## config.mk

```make
export PLATFORM = sky130hd
export DESIGN_NAME = sharpen_frame_ctrl
export DESIGN_NICKNAME = d
export VERILOG_FILES = /design/src/rtl/sharpen_frame_ctrl.sv
export SDC_FILE = /design/constraint.sdc
export NUM_CORES = 1
export LEC_CHECK = 0
export CORE_MARGIN = 2
export CORE_UTILIZATION = 42
export CTS_CLUSTER_SIZE = 8
export DETAILED_ROUTE_END_ITERATION = 16
export GPL_ROUTABILITY_DRIVEN = 0
export PLACE_DENSITY = 0.75
export SLEW_MARGIN = 20
export SYNTH_ARGS = -nofsm -noshare
export SYNTH_HDL_FRONTEND = slang
export SYNTH_SLANG_ARGS = --single-unit
```

## constraint.sdc

```tcl
create_clock -name clk -period 2.7 [get_ports clk]
set_input_delay 0.54 -clock clk [delete_from_list [all_inputs] [get_ports clk]]
set_output_delay 0.54 -clock clk [all_outputs]
set_load 0.1 [all_outputs]
```

## src/rtl/sharpen_frame_ctrl.sv

```systemverilog
// rtl/sharpen_frame_ctrl.sv - frame sequencer: SOF-aligned sharpen select, position tracking, border flag, framing errors.
// Optional completed-frame counter enabled by SHARPEN_FRAME_CNT_EN.
module sharpen_frame_ctrl #(
  parameter int IMG_W = 640,
  parameter int IMG_H = 480,
  parameter int CNT_W = 12
) (
  input  logic             clk,
  input  logic             rst_n,
  input  logic             s_axis_tvalid,
  input  logic             s_axis_tready,
  input  logic             s_axis_tuser,
  input  logic             s_axis_tlast,
  input  logic             cfg_sharpen_en,
  input  logic             err_clr,
  output logic             hwsw_sel,
  output logic             border,
  output logic [CNT_W-1:0] col_cnt,
  output logic [CNT_W-1:0] row_cnt,
  output logic             frame_done,
  output logic             err_early_eol,
  output logic             err_late_eol,
  output logic             err_sof,
  output logic             busy,
  output logic [15:0]      frame_cnt
);

  typedef enum logic [1:0] {IDLE, ACTIVE, RESYNC} state_t;

  localparam logic [CNT_W-1:0] LAST_COL = CNT_W'(IMG_W - 1);
  localparam logic [CNT_W-1:0] LAST_ROW = CNT_W'(IMG_H - 1);

  state_t           state;
  logic             beat;
  logic             take;
  logic             mid_sof;
  logic [CNT_W-1:0] cur_col;
  logic [CNT_W-1:0] cur_row;
  logic             at_last_col;
  logic             at_last_row;
  logic             early;
  logic             late;

  assign beat = s_axis_tvalid & s_axis_tready;

  // A tuser beat is repositioned to (0,0) first; tlast is then judged at that position.
  assign cur_col     = s_axis_tuser ? '0 : col_cnt;
  assign cur_row     = s_axis_tuser ? '0 : row_cnt;
  assign at_last_col = (cur_col == LAST_COL);
  assign at_last_row = (cur_row == LAST_ROW);

  assign take    = beat & ((state == ACTIVE) | s_axis_tuser);
  assign mid_sof = beat & s_axis_tuser & (state == ACTIVE) &
                   ((col_cnt != '0) | (row_cnt != '0));
  assign early   = take &  s_axis_tlast & ~at_last_col;
  assign late    = take & ~s_axis_tlast &  at_last_col;

  assign border = (col_cnt == '0) | (col_cnt == LAST_COL) |
                  (row_cnt == '0) | (row_cnt == LAST_ROW);
  assign busy   = (state == ACTIVE);

  always_ff @(posedge clk or negedge rst_n) begin
    if (!rst_n) begin
      state         <= IDLE;
      hwsw_sel      <= 1'b0;
      col_cnt       <= '0;
      row_cnt       <= '0;
      frame_done    <= 1'b0;
      err_early_eol <= 1'b0;
      err_late_eol  <= 1'b0;
      err_sof       <= 1'b0;
    end else begin
      frame_done    <= 1'b0;
      err_early_eol <= (err_early_eol & ~err_clr) | early;
      err_late_eol  <= (err_late_eol  & ~err_clr) | late;
      err_sof       <= (err_sof       & ~err_clr) | mid_sof;
      if (take) begin
        if (s_axis_tuser) hwsw_sel <= cfg_sharpen_en;
        if (early | late) begin
          state    <= RESYNC;
          hwsw_sel <= 1'b0;
          col_cnt  <= '0;
          row_cnt  <= '0;
        end else if (at_last_col) begin
          col_cnt <= '0;
          if (at_last_row) begin
            row_cnt    <= '0;
            state      <= IDLE;
            frame_done <= 1'b1;
          end else begin
            row_cnt <= cur_row + CNT_W'(1);
            state   <= ACTIVE;
          end
        end else begin
          col_cnt <= cur_col + CNT_W'(1);
          row_cnt <= cur_row;
          state   <= ACTIVE;
        end
      end
    end
  end

`ifdef SHARPEN_FRAME_CNT_EN
  always_ff @(posedge clk or negedge rst_n) begin
    if (!rst_n) frame_cnt <= '0;
    else if (frame_done) frame_cnt <= frame_cnt + 16'd1;
  end
`else
  assign frame_cnt = '0;
`endif

endmodule

```

==> run metrics <==
status=finished, final reports clean; cts hold-fix bufs=0; R2R Setup Slk=roughly 420 ps; # nets final=approximately 320; R2R depth=6; Via density=5.65; Setup crit end kind=output port; final slew viol count=0; IO Port Bufs=38; worst setup margin=between 150 and 200 ps; die footprint=0.00557 sq mm; async set-reset flop share out of synthesis=1.00; Clock Latency Late Sink=between 200 and 300 ps; cell family with most CP delay=simple AND/OR/NAND/NOR gates; MaxCap Viol Count=0; hold path endpoint=state[0]$_DFFE_PN0N_; All-Layer GR Usage=0.210; first-pass GRT wire length=~9.1 mm; largest net degree at the start of global routing=35; FMAX=397 MHz; clock buffer depth=2; Post-CTS Repair Setup Buffers=0; Routed WL per cell=14.5 microns; Antenna Nets Post-Route=0; critical path class=register to output port; Clock Sink Count=31; Reg2Reg Capture Point=row_cnt[4]$_DFFE_PN0N_; Slowest-stage cell, CP=nor4_2; WL final=between 5 and 6 mm; DPL Wire Length=between 3 and 4 mm; max incr delay on CP=510 ps; TritonCTS Buffers=5; CP arrival=between 1500 and 2000 ps; Hold Crit Class=register to register; synthesized area per cell=approximately 8.4 sq um; HP Start=state[0]$_DFFE_PN0N_; crit-path cells=nor4_2, nand3_1, o21ai_0, a31oi_1, nand2_4, buf_12; final period demand of the worst path=about 2500 ps; I/O Pins=55; Clock transition at path regs=about 60 ps; top_reg_cell synth=dfrtp_1; Core Region=0.00475 sq mm; unrepaired setup endpoints after global routing=no; Worst Hold Slack=roughly 470 ps; initial antenna violation count=0; Worst Hold Path Cells=2; static leakage=approximately 1.2 nW; power consumption=1.30 mW; worst slew pin tran=just under 500 ps; Syn. warnings=0; ant diodes=0; cell count after synthesis=250; post-synthesis sequential area ratio=0.370; DR vias=about 2.1k; CTS root buf=clkbuf_8; worst-path maximum fanout=6; placement row count=25; startpoint class of the critical path=register; Fin. Hold Viols=0; WP data required=2160 ps; # H-tree levels=2; Netlist cell types=47; Layout fillers=460; Layout Cells excl Fill=around 370; DRC=0; pre-CTS setup slack=-227 ps; Post-Place Cells=366; DRT Pass-1 Iters=5; die width=roughly 75 microns; initial drt markers=roughly 240; global route overflow=0; VDD IR max=roughly 0.00034 V; vias in the first global route=about 1.9k; Pwr Density=about 480 mW/mm^2; clk_skew=approximately 6.8 ps; layout cell share with drive strength beyond 1=0.280; chip height=between 70 and 80 microns; Reg-to-Reg Start=col_cnt[7]$_DFFE_PN0N_; synthesized flop and latch total=31; Slew headroom=0.672; Final setup viols=0; synth-to-layout area growth=29.9%; Starting Density=0.441; crit share post-route=0.934; CP Buf/Inv Count=1; Post-synth EDFFs=0; CTS tree=done; Final Util=0.572; synthesized area=0.00210 sq mm
worst min-delay path, cell delays in order (launching register included):
cell and delay [ps]:
dfrtp_1 330, nand2_1 50, nand2_1 60
synthesized netlist by cell type (all sizes together) (2+ instances only):
master  instances  area [sq um]
a22o            2          17.5
a41oi           2          17.5
buf            20           138
o211ai          3          22.5
nor2b           6          37.5
ha              2          25.0
a31oi           6          37.5
a21oi           6          33.8
xnor2           2          17.5
nor3            4          20.0
or4             4          33.8
nand2          34           128
dfrtp          31           776
and2            4          25.0
nand4          10          62.6
o41ai           2          17.5
mux2i           2          20.0
and3            5          31.3
nor3b           3          22.5
xor2            2          17.5
nand2b          2          12.5
nand4b          2          17.5
o31ai          11          82.6
clkbuf         12          45.0
nand3          23           120
o21ai          13          65.1
nor2            9          33.8
inv             7          26.3
nor4            9          92.6
o22ai           2          12.5
flip-flops by register name, summed over array words and instances (netlist names):
signal         count
err_early_eol      1
hwsw_sel           1
state              2
col_cnt           12
err_late_eol       1
frame_done         1
row_cnt           12
err_sof            1
through the flow:
step,setup TNS (ps),cell area (sq um)
after floorplan,-11.0,2180
after global routing,0,2720
after detailed placement,-2110,2610
after global placement,-812,2610
final,0,2720
after CTS,0,2700
cell families after synthesis:
kind of cell,share of synthesized area
simple gates,0.318
xor+xnor,0.0167
mux,0.00955
other cells,0.00179
compound gates,0.172
fa+ha+maj,0.0119
buf+inv,0.0997
flops,0.370
report_power, final:
group	switching, mW	internal, mW
sequential	0.0295	0.489
clock	0.171	0.180
combinational	0.332	0.0933
worst max-delay path by stage:
stage | start | to | slack, ps | cells after the start
finish | row_cnt[10]$_DFFE_PN0N_ | border | 180 | 6
global route | s_axis_tuser | row_cnt[8]$_DFFE_PN0N_ | 20 | 8
CTS | row_cnt[10]$_DFFE_PN0N_ | border | 30 | 6
detailed placement | s_axis_tuser | row_cnt[11]$_DFFE_PN0N_ | -230 | 8
global placement | s_axis_tuser | row_cnt[11]$_DFFE_PN0N_ | -130 | 8
floorplan | col_cnt[2]$_DFFE_PN0N_ | border | -10 | 5
per-layer routing:
metal / GRT usage / up-vias / wire [microns]
met4: 0.0516 / 0 / 74
met1: 0.311 / 1002 / 2530
met5: 0 / - / 0
met2: 0.316 / 95 / 2470
met3: 0.0442 / 13 / 356
li1: - / 1004 / -
cells in the final DEF, fill, tap and decap left out, types with 6 or more instances in the layout:
cell type        instances
buf_4                   57
clkdlybuf4s50_1          7
a31oi_1                  6
inv_1                    7
conb_1                  16
dfrtp_1                 25
nand4_1                 10
nand3_1                 21
nand2_1                 33
nor2_1                   9
o31ai_1                 11
dfrtp_2                  6
o21ai_0                 13
layout make-up:
cell class                      instances  area, sq um  area share
Clock buffer                            7         76.3      0.0280
Sequential cell                        31          783       0.288
Multi-Input combinational cell        195         1210       0.444
Clock inverter                          1         5.00     0.00184
Timing Repair Buffer                   66          538       0.198
Inverter                                7         26.3     0.00966
Tap cell                               67         83.8      0.0308
repair_timing:
item	in CTS	in global routing
setup endpoints to repair	0	11
resized for setup	0	5
endpoints found under the hold margin	0	0
(Power assumes the default switching activity.)
